--- config.mk ---
export PLATFORM = sky130hd
export DESIGN_NAME = div_iter
export DESIGN_NICKNAME = d
export VERILOG_FILES = /design/src/rtl/div_iter.sv
export SDC_FILE = /design/constraint.sdc
export NUM_CORES = 1
export LEC_CHECK = 0
export CELL_PAD_IN_SITES_DETAIL_PLACEMENT = 0
export CELL_PAD_IN_SITES_GLOBAL_PLACEMENT = 1
export CORE_ASPECT_RATIO = 0.5
export CORE_MARGIN = 4
export CORE_UTILIZATION = 27
export CTS_CLUSTER_DIAMETER = 80
export DETAILED_ROUTE_END_ITERATION = 16
export GPL_TIMING_DRIVEN = 0
export PLACE_DENSITY = 0.57
export SETUP_SLACK_MARGIN = 0.05
export SLEW_MARGIN = 20
export SYNTH_ARGS = -nofsm -noshare
export SYNTH_HDL_FRONTEND = slang
export SYNTH_SLANG_ARGS = --single-unit
--- constraint.sdc ---
create_clock -name CLK -period 3.5 [get_ports CLK]
set_clock_uncertainty 0.05 [all_clocks]
set_input_delay 0.875 -clock CLK [delete_from_list [all_inputs] [get_ports CLK]]
set_output_delay 0.875 -clock CLK [all_outputs]
set_load 0.03 [all_outputs]
--- src/rtl/div_iter.sv ---
// div_iter: iterative radix-2 restoring divider serving MIPS DIV/DIVU.
// Produces {remainder, quotient} over WIDTH+3 cycles; result feeds HI/LO.
//
// Ports:
//   CLK       rising-edge clock
//   RESETN    synchronous reset, active-low
//   START     request, sampled only in IDLE
//   SIGNED    1 = DIV (two's complement), 0 = DIVU; sampled with START
//   CANCEL    synchronous abort back to IDLE (exception / flush)
//   DIVIDEND  dividend, sampled with START
//   DIVISOR   divisor, sampled with START
//   BUSY      high in PREP, CALC and FIX
//   VALID     one-cycle pulse in DONE
//   RESULT    {REMAINDER, QUOTIENT}, held until the next completed operation
//
// Configuration macro: DIV_ZERO_FAST_EN
//   defined   - a zero divisor skips CALC (PREP -> FIX), latency 3
//   undefined - a zero divisor runs the full CALC sequence, latency WIDTH+3
module div_iter #(
  parameter int unsigned WIDTH = 32
) (
  input  logic                 CLK,
  input  logic                 RESETN,
  input  logic                 START,
  input  logic                 SIGNED,
  input  logic                 CANCEL,
  input  logic [WIDTH-1:0]     DIVIDEND,
  input  logic [WIDTH-1:0]     DIVISOR,
  output logic                 BUSY,
  output logic                 VALID,
  output logic [2*WIDTH-1:0]   RESULT
);

  localparam int unsigned CNT_W = (WIDTH > 1) ? $clog2(WIDTH) : 1;
  localparam int unsigned RES_W = 2 * WIDTH;
  localparam logic [CNT_W-1:0] LAST_STEP = CNT_W'(WIDTH - 1);

  typedef enum logic [2:0] {
    S_IDLE,
    S_PREP,
    S_CALC,
    S_FIX,
    S_DONE
  } state_t;

  state_t state_q, state_d;

  logic             signed_q;
  logic             zero_q;
  logic             dvd_neg_q;
  logic             dvs_neg_q;
  logic [WIDTH-1:0] orig_q;   // dividend as sampled, for the divide-by-zero remainder
  logic [WIDTH-1:0] dvs_q;    // divisor, then its magnitude
  logic [WIDTH-1:0] quo_q;    // dividend magnitude shifts out the top, quotient shifts in the bottom
  logic [WIDTH-1:0] rem_q;
  logic [CNT_W-1:0] cnt_q;

  logic [WIDTH:0]   rem_shift;
  logic [WIDTH:0]   diff;
  logic [WIDTH-1:0] quo_fix;
  logic [WIDTH-1:0] rem_fix;
  logic [RES_W-1:0] result_d;

  // One restoring step plus final sign correction
  always_comb begin
    rem_shift = {rem_q, quo_q[WIDTH-1]};
    diff      = rem_shift - {1'b0, dvs_q};
    quo_fix   = (signed_q && (dvd_neg_q ^ dvs_neg_q)) ? -quo_q : quo_q;
    rem_fix   = (signed_q && dvd_neg_q) ? -rem_q : rem_q;
    // Divide by zero bypasses sign correction entirely
    result_d  = zero_q ? {orig_q, {WIDTH{1'b1}}} : {rem_fix, quo_fix};
  end

  // Next-state logic; CANCEL overrides every transition
  always_comb begin
    state_d = state_q;
    case (state_q)
      S_IDLE: if (START) state_d = S_PREP;
      S_PREP: begin
`ifdef DIV_ZERO_FAST_EN
        state_d = zero_q ? S_FIX : S_CALC;
`else
        state_d = S_CALC;
`endif
      end
      S_CALC: if (cnt_q == LAST_STEP) state_d = S_FIX;
      S_FIX:  state_d = S_DONE;
      S_DONE: state_d = S_IDLE;
      default: state_d = S_IDLE;
    endcase
    if (CANCEL) state_d = S_IDLE;
  end

  // State register and registered status outputs
  always_ff @(posedge CLK) begin
    if (!RESETN) begin
      state_q <= S_IDLE;
      BUSY    <= 1'b0;
      VALID   <= 1'b0;
    end else begin
      state_q <= state_d;
      BUSY    <= (state_d == S_PREP) || (state_d == S_CALC) || (state_d == S_FIX);
      VALID   <= (state_d == S_DONE);
    end
  end

  // Datapath
  always_ff @(posedge CLK) begin
    if (!RESETN) begin
      signed_q  <= 1'b0;
      zero_q    <= 1'b0;
      dvd_neg_q <= 1'b0;
      dvs_neg_q <= 1'b0;
      orig_q    <= '0;
      dvs_q     <= '0;
      quo_q     <= '0;
      rem_q     <= '0;
      cnt_q     <= '0;
      RESULT    <= '0;
    end else begin
      case (state_q)
        S_IDLE: begin
          if (START && !CANCEL) begin
            signed_q  <= SIGNED;
            zero_q    <= (DIVISOR == '0);
            dvd_neg_q <= DIVIDEND[WIDTH-1];
            dvs_neg_q <= DIVISOR[WIDTH-1];
            orig_q    <= DIVIDEND;
            dvs_q     <= DIVISOR;
          end
        end
        S_PREP: begin
          quo_q <= (signed_q && dvd_neg_q) ? -orig_q : orig_q;
          dvs_q <= (signed_q && dvs_neg_q) ? -dvs_q : dvs_q;
          rem_q <= '0;
          cnt_q <= '0;
        end
        S_CALC: begin
          // Non-negative trial difference means the divisor fits: keep it, quotient bit 1
          if (!diff[WIDTH]) begin
            rem_q <= diff[WIDTH-1:0];
            quo_q <= {quo_q[WIDTH-2:0], 1'b1};
          end else begin
            rem_q <= rem_shift[WIDTH-1:0];
            quo_q <= {quo_q[WIDTH-2:0], 1'b0};
          end
          cnt_q <= cnt_q + CNT_W'(1);
        end
        S_FIX: begin
          if (!CANCEL) RESULT <= result_d;
        end
        default: ;
      endcase
    end
  end

endmodule

=== Word-level counts from Yosys, hierarchy flattened ===
Cells that the tools add are included.

* Flip-flop bits (word level): 206

* Add/sub/neg operators: 6
* Equality and inequality tests: 10
* Muxes and demuxes: 16
* Bitwise gates (word level): 2
* Reduce and logical (&&, ||, !) cells: 14

{| class="wikitable"
|+ Operators with widths
! kind !! count
|-
| 32-bit two-way mux || 6
|-
| 32-bit one-hot mux with 2 select lines || 3
|-
| 32-bit negator || 4
|-
| 64-bit two-way mux || 1
|-
| 33-bit by 32-bit subtractor with 33-bit output || 1
|-
| 32-bit logical NOT || 1
|-
| 3-bit by 2-bit == test with 1-bit output (second input constant) || 4
|-
| 3-bit one-hot mux with 4 select lines || 1
|-
| 5-bit one-hot mux with 2 select lines || 1
|-
| 3-bit two-way mux || 3
|-
| 3-bit by 1-bit == test with 1-bit output (second input constant) || 2
|-
| 5-bit by 1-bit adder with 5-bit output (second input constant) || 1
|-
| 5-bit == test (second input constant) || 1
|-
| 1-bit logical AND || 4
|-
| 2-bit inequality test (second input constant) || 2
|-
| 2-bit AND reduction || 2
|-
| 2-bit nonzero test || 2
|-
| 3-bit == test (second input constant) || 1
|-
| 3-bit logical NOT || 1
|-
| 3-bit AND reduction || 1
|-
| 1-bit logical OR || 2
|-
| 1-bit logical NOT || 1
|-
| 1-bit two-way mux || 1
|-
| 1-bit NOT || 1
|-
| 1-bit bitwise XOR || 1
|}

=== Longest topological paths before layout ===
Gate-level depths: netlist of run 1.

* Depth after elaboration: 7
* Mapped depth: 13

=== Worst setup path before layout of run 1 ===
OpenSTA, ideal clock, no wires.

* Kind: reg2reg
* From: register dvs_q[6]
* To: register rem_q[16]
* Setup time: 0.117 ns
* Arrival time: 2.725 ns
* Data required time: 3.333 ns
* Slack: 0.608 ns
* Stages on the path, launching flop included: 13
* Buffers on the path: 1
* Clock period less this slack: 2.892 ns
* Path through: dfxtp_1 -> inv_1 -> ha_1 -> o21ai_0 -> a2111oi_0 -> o21ai_0 -> nand3_1 -> nand2_1 -> nor3b_1 -> nor3_4 -> buf_2 -> nand2_1 -> a32o_1

* Longest elaborated chain between the ends: 3

{| class="wikitable"
|+ Ends and longest elaborated chain
! what !! line !! RTL
|-
| start, declared || 53 || <nowiki>logic [WIDTH-1:0] dvs_q;</nowiki>
|-
| start signal, assigned || 134 || <nowiki>dvs_q <= (signed_q && dvs_neg_q) ? -dvs_q : dvs_q;</nowiki>
|-
| 33-bit by 32-bit subtractor with 33-bit output || 67 || <nowiki>diff = rem_shift - {1'b0, dvs_q};</nowiki>
|-
| 32-bit two-way mux || 140 || <nowiki>if (!diff[WIDTH]) begin</nowiki>
|-
| 32-bit one-hot mux with 2 select lines || 121 || <nowiki>case (state_q)</nowiki>
|-
| end signal, assigned || 141 || <nowiki>rem_q <= diff[WIDTH-1:0];</nowiki>
|-
| end signal, assigned || 144 || <nowiki>rem_q <= rem_shift[WIDTH-1:0];</nowiki>
|-
| end, declared || 55 || <nowiki>logic [WIDTH-1:0] rem_q;</nowiki>
|}

Every way passes these cells.
A chain may end at the register's enable or synchronous reset.

=== Worst setup path after layout of run 1 ===
* From: register quo_q[31]
* To: register rem_q[16]

* Longest elaborated chain between the ends: 3

{| class="wikitable"
|+ Ends and longest elaborated chain
! what !! line !! RTL
|-
| start, declared || 54 || <nowiki>logic [WIDTH-1:0] quo_q;</nowiki>
|-
| start signal, assigned || 133 || <nowiki>quo_q <= (signed_q && dvd_neg_q) ? -orig_q : orig_q;</nowiki>
|-
| start signal, assigned || 142 || <nowiki>quo_q <= {quo_q[WIDTH-2:0], 1'b1};</nowiki>
|-
| start signal, assigned || 145 || <nowiki>quo_q <= {quo_q[WIDTH-2:0], 1'b0};</nowiki>
|-
| 33-bit by 32-bit subtractor with 33-bit output || 67 ||
|-
| 32-bit two-way mux || 140 ||
|-
| 32-bit one-hot mux with 2 select lines || 121 ||
|}

Every way passes these cells.

==> results of run 1 <==
-- cell usage after synthesis (28+ instances only) --
| master | n | area [sq um] |
|---|---|---|
| nand2_1 | 264 | 991.0 |
| a21oi_1 | 209 | 1046 |
| dfxtp_1 | 205 | 4104 |
| o21ai_0 | 137 | 685.7 |
| nor2_1 | 118 | 442.9 |
| clkbuf_1 | 100 | 375.4 |
| nor3_1 | 65 | 325.3 |
| xor2_1 | 62 | 543.0 |
| inv_1 | 58 | 217.7 |
| xnor2_1 | 54 | 473.0 |
| ha_1 | 38 | 475.5 |
| a22oi_1 | 35 | 262.8 |
| mux2i_1 | 28 | 280.3 |
-- through the flow --
stage,util,hold slack [ns],setup slack (ns),instances
after floorplan,-,0.3975,0.6076,1673
after global placement,0.3199,0.3960,-0.4017,2404
after detailed placement,0.3200,0.3990,-0.4429,2404
after CTS,0.3391,0.4082,0.06351,2448
after global routing,0.3404,0.4277,0.05736,2448
final,0.3404,0.4069,0.2013,2448
-- registers in the layout, summed over array words and instances (netlist names), 3 cells and up --
register	count
quo_q	32
RESULT	64
cnt_q	5
rem_q	32
state_q	3
dvs_q	32
orig_q	31
-- power groups by stage --
stage	Clock, W	Sequential, W	Combinational, W
after floorplan	0	0.00248	0.000647
after global routing	0.00291	0.00246	0.00110
after global placement	0	0.00250	0.000986
after CTS	0.00282	0.00245	0.000991
after detailed placement	0	0.00250	0.000980
final	0.00277	0.00245	0.00101
-- worst max-delay path by stage --
stage / cells after the start / endpoint / slack, ns
floorplan: 12 / rem_q[16]$_SDFFE_PN0P_ / 0.61
global placement: 8 / dvs_q[31]$_SDFFE_PN0P_ / -0.40
detailed placement: 8 / dvs_q[31]$_SDFFE_PN0P_ / -0.44
CTS: 13 / rem_q[1]$_SDFFE_PN0P_ / 0.06
global route: 12 / dvs_q[30]$_SDFFE_PN0P_ / 0.06
finish: 14 / rem_q[16]$_SDFFE_PN0P_ / 0.20
-- routing by layer --
metal	share of wire	GRT usage	up-vias	routed length, um
met5	0	0	-	0
met4	0.010	0.02486	0	501
met3	0.049	0.03086	33	2392
met2	0.43	0.3011	250	21310
met1	0.51	0.2777	5819	25000
li1	-	-	6222	-
-- worst register-to-register path, stage by stage (launching register included) --
cell,delay [ns]
dfxtp_1,0.32
inv_2,0.10
ha_1,0.23
fa_1,0.40
nand2b_1,0.20
a21oi_2,0.23
o21ai_1,0.17
nand3_1,0.19
nand2_1,0.16
o221ai_2,0.26
nor3_4,0.05
buf_4,0.16
buf_4,0.16
or2_2,0.27
a32o_1,0.24
-- layout make-up --
type                    count  area share
plain buffers             112     0.02951
clock buffers              30     0.04288
clock inverters            12     0.01175
inverters                  58     0.01411
multi-input cells        1296      0.4990
flip-flops and latches    205      0.2661
well taps                 598     0.04848
repair buffers            137     0.08820
-- what timing repair did --
action / in CTS / in global routing
setup endpoints to repair: 33 / 47
resized for setup: 5 / 16
endpoints found under the hold margin: 0 / 0
buffers inserted: 2 / 2
pin swaps: 2 / 1
-- logic make-up (layout without fill, tap and decap cells) --
group,Yosys count,count (layout),synth area share
AND/OR/NAND/NOR,586,586,0.2186
AO/OA/AOI/OAI,524,524,0.2509
flip-flops,205,205,0.3302
buffers and inverters,172,349,0.05336
XOR/XNOR,116,116,0.08176
adder cells (fa/ha/maj),39,39,0.03987
multiplexers,31,31,0.02527
==> results.yml, run 1 <==
layout:
  multiInputGateArea_sq_um: 7702
  syn2layout_area_growth_pct: 24.20
  final_cell_mix: "264 x nand2_1, 207 x a21oi_1, 203 x dfxtp_1"
  regArea_sq_um: 4106
  final_common_cell: "nand2_1"
  design_area_sq_um: 15430
  fillCellCount: 4931
  final_net_count: 1941
  drive_gt1_frac: 0.04703
  antennaDiodeCount: 0
sta:
  period_minus_slack_ns: 3.299
  final_max_slew_viol_count: 0
  rsz0062_at_grt: "no"
  hold_viol_final: 0
  slew_headroom: 0.2888
  finalCritPeriodShare: 0.9425
  setup_tns_ns: 0
  worst_pin_slew_ns: 1.063
  fmax_ghz: 0.3031
  setup_viol: 0
global_route:
  grt_remaining_overflow: 0
  grt_pass1_vias: 11730
  antenna_found_initial: 1
  grt_pass1_wl_mm: 74.21
  track_usage: 0.1899
  grt_max_degree: 14
clock_tree:
  clkLatencyLatePin_ns: 0.55
  cts_inserted_buffers: 23
  root_buffer: "clkbuf_16"
  tritoncts: "done"
  ctsHtreeMaxLevel: 1
  clockBufferDepth: 3
  clock-sinks: 205
  ctsHoldBuffers: 0
  clk_pin_slew_ns: 0.07
power_and_ir_drop:
  clkPwrFrac: 0.445
  p_leak_nw: 5.518
  switching_share: 0.2905
  seq_power_share: 0.394
  vdd_drop_max_mv: 0.2815
  p_per_area_nw_per_um2: 403.4
  p_total_w: 0.006227
  switchingPower_w: 0.001809
  p_comb_frac: 0.161
  intPower_w: 0.004418
drt:
  ant_nets: 0
  drt_iter0_drc: 836
  drtPass1Iterations: 5
  via_per_inst: 5.034
  wl_mm: 49.21
  vias: 12320
  wl_per_cell_um: 20.10
  drt_drc_violations_left: 0
worst_setup_path:
  cp_max_fo: 5
  cp-start-kind: "flip-flop"
  cpPeakStageDelay_ns: 0.40
  worstRegToRegCells: 14
  r2r-end: "rem_q[16]$_SDFFE_PN0P_"
  worst_setup_path_end_kind: "flip-flop"
  critPathKind: "reg -> reg"
  crit_chain: "inv_2 > ha_1 > fa_1 > nand2b_1 > a21oi_2 > o21ai_1 > nand3_1 > nand2_1 > o221ai_2 > nor3_4 > buf_4 > buf_4 > or2_2 > a32o_1"
  critPathBufInv: 3
  crit_path_frequent_cell: "buf_4"
  r2r_setup_slack_ns: 0.20
  crit_slowest_cell: "fa_1"
  crit_family: "compound AO/OA/AOI/OAI gates"
  cp-startpoint: "quo_q[31]$_SDFFE_PN0P_"
  cp_data_required_time_ns: 3.90
  r2r_start: "quo_q[31]$_SDFFE_PN0P_"
  critPathArrivalTime_ns: 3.70
placement:
  portBuffers: 133
  dp_hpwl_mm: 38.57
  place_congestion: 0.8266
  placed_cell_area_sq_um: 14510
die:
  core_sq_um: 45350
  die-area_sq_um: 49730
  initial_core_util: 0.2740
  dieHeight_um: 159.7
  io_pins: 135
  die_w_um: 311.4
  fp-row-count: 55
logic_synthesis:
  yosysUniqueCellTypes: 73
  synth.avg_cell_area_sq_um: 7.428
  synth-seq-cells: 205
  synth_area_sq_um: 12430
  async_reset_ff_frac: 0
  ys.flop_type: "dfxtp_1"
  synthCells: 1673
  seq_area_frac_synth: 0.3302
  syn_nets: 1781
  yosysWarnings: 0
  synth_edf_count: 0
worst_hold_path:
  hold_path_class: "reg -> reg"
  min_to: "RESULT[52]$_SDFFE_PN0P_"
  worstHoldStart: "RESULT[52]$_SDFFE_PN0P_"
  holdPathStages: 2
job:
  cap_violations: 0
status:
  status: "complete, no violations"
Power figures use the tool's default switching activity.
==> run 2, diff against run 1 <==
Settings changed: CAP_MARGIN from default to 20.
==> results of run 2 <==
Final layout, timing and power as in run 1 (identical DEF).
==> run 3, diff against run 2 <==
Settings changed: CORE_UTILIZATION 27 to 42, PLACE_DENSITY 0.57 to 0.82.
==> results.yml, run 3 (synthesis gave the netlist of run 1 again) <==
placement:
  place_congestion: 0.9081
  portBuffers: 133
  placed_cell_area_sq_um: 14250
  preCtsSetupSlack_ns: -0.2478
  dp_hpwl_mm: 33.32
sta:
  worst_pin_slew_ns: 1.002
  fmax_ghz: 0.3035
  finalCritPeriodShare: 0.9413
  final_max_slew_viol_count: 0
  slew_headroom: 0.3298
  rsz0062_at_grt: "yes"
  hold_viol_final: 0
  setup_viol: 0
  setup_tns_ns: 0
  worst_slack_ns: 0.2054
  period_minus_slack_ns: 3.295
layout:
  antennaDiodeCount: 0
  final_net_count: 1937
  final_common_cell: "nand2_1"
  syn2layout_area_growth_pct: 21.15
  top_register: "RESULT"
  drive_gt1_frac: 0.04282
  largest_reg_flops: 64
  design_area_sq_um: 15060
  final_cell_mix: "264 x nand2_1, 207 x a21oi_1, 203 x dfxtp_1"
status:
  status: "complete, no violations"
global_route:
  grt_pass1_wl_mm: 65.90
  grt_max_degree: 15
  grt_remaining_overflow: 0
  antenna_found_initial: 0
  grt_pass1_vias: 11340
  track_usage: 0.2549
worst_setup_path:
  cp-start-kind: "primary input"
  worstRegToRegCells: 13
  critPathKind: "in -> reg"
  r2r_start: "quo_q[31]$_SDFFE_PN0P_"
  cp_max_fo: 10
  r2r-end: "rem_q[0]$_SDFFE_PN0P_"
  cp_data_required_time_ns: 3.88
  critPathArrivalTime_ns: 3.68
  r2r_setup_slack_ns: 0.21
  worst_setup_path_end_kind: "flip-flop"
worst_hold_path:
  holdPathStages: 2
  worstHoldStart: "RESULT[54]$_SDFFE_PN0P_"
  hold_path_class: "reg -> reg"
  min_to: "RESULT[54]$_SDFFE_PN0P_"
clock_tree:
  clock-sinks: 205
  cts_inserted_buffers: 22
  clockBufferDepth: 3
  clk_pin_slew_ns: 0.06
  tritoncts: "done"
  ctsHtreeMaxLevel: 1
  clkLatencyLatePin_ns: 0.54
  root_buffer: "clkbuf_16"
die:
  die-area_sq_um: 32570
  fp-row-count: 44
  initial_core_util: 0.4275
  dieHeight_um: 129.6
  core_sq_um: 29070
  io_pins: 135
  die_w_um: 251.3
drt:
  drt_drc_violations_left: 0
  vias: 12560
  drt_iter0_drc: 1135
  wl_per_cell_um: 19.22
  via_per_inst: 5.615
  wl_mm: 42.97
  drtPass1Iterations: 6
  ant_nets: 0
power_and_ir_drop:
  p_per_area_nw_per_um2: 392.7
  p_leak_nw: 5.446
  vdd_drop_max_mv: 0.2770
  p_total_w: 0.005912
job:
  cap_violations: 0
-- run 3: cell types whose count changed in the layout (fill, tap and decap cells not counted), sizes merged --
cell,before,now
clkbuf,130,126
clkinvlp,1,2
bufinv,4,2
-- run 3: worst max-delay path by stage --
| stage | start | end | slack, ns | cells past startpoint |
|---|---|---|---|---|
| after CTS | quo_q[31]$_SDFFE_PN0P_ | rem_q[0]$_SDFFE_PN0P_ | 0.09 | 13 |
| after floorplan | dvs_q[6]$_SDFFE_PN0P_ | rem_q[16]$_SDFFE_PN0P_ | 0.61 | 12 |
| after global placement | CANCEL | dvs_q[31]$_SDFFE_PN0P_ | -0.22 | 8 |
| after global routing | quo_q[31]$_SDFFE_PN0P_ | rem_q[0]$_SDFFE_PN0P_ | 0.03 | 13 |
| after detailed placement | CANCEL | dvs_q[31]$_SDFFE_PN0P_ | -0.25 | 8 |
| final | CANCEL | dvs_q[31]$_SDFFE_PN0P_ | 0.21 | 8 |
-- run 3: power by group --
| group | leakage, nW | internal (W) | switching (W) |
|---|---|---|---|
| sequential | 1.66 | 0.00238 | 0.0000695 |
| combinational | 3.41 | 0.000391 | 0.000585 |
| clock | 0.375 | 0.00144 | 0.00105 |
| total | 5.45 | 0.00421 | 0.00170 |
-- run 3: area by class of cell --
type	instances	area, sq um
clock inverters	11	125.1
multi-input cells	1296	7690
plain buffers	111	444.2
well taps	391	489.2
fillers	2951	14010
flip-flops and latches	205	4106
clock buffers	29	636.9
repair buffers	135	1346
inverters	58	217.7
-- run 3: per-stage QoR --
| step | util | std cells | hold WS (ns) |
|---|---|---|---|
| 2_1_floorplan | - | 1673 | 0.3975 |
| 3_3_place_gp | 0.4901 | 2197 | 0.3959 |
| 3_5_place_dp | 0.4903 | 2197 | 0.3958 |
| 4_1_cts | 0.5174 | 2239 | 0.4052 |
| 5_1_grt | 0.5179 | 2236 | 0.4266 |
| 6_report | 0.5179 | 2236 | 0.4051 |
-- run 3: layer usage --
metal / share of wire / global-route usage
met3: 0.070 / 0.03851
met1: 0.49 / 0.3844
met4: 0.014 / 0.04171
met5: 0 / 0
met2: 0.42 / 0.3919
-- run 3: worst max-delay path, cell delays in order --
cell             delay, ns
clkdlybuf4s50_1       0.45
nor2_1                0.27
and3_1                0.22
clkbuf_1              0.35
clkbuf_1              0.50
buf_1                 0.55
nand2_1               0.27
a31oi_1               0.20
-- run 3: what timing repair did --
| item | CTS | global route |
|---|---|---|
| setup buffers | 2 | 0 |
| gates resized for setup | 4 | 10 |
| hold buffers | 0 | 0 |
| endpoints found under the setup margin | 32 | 35 |
| pin swaps | 1 | 2 |
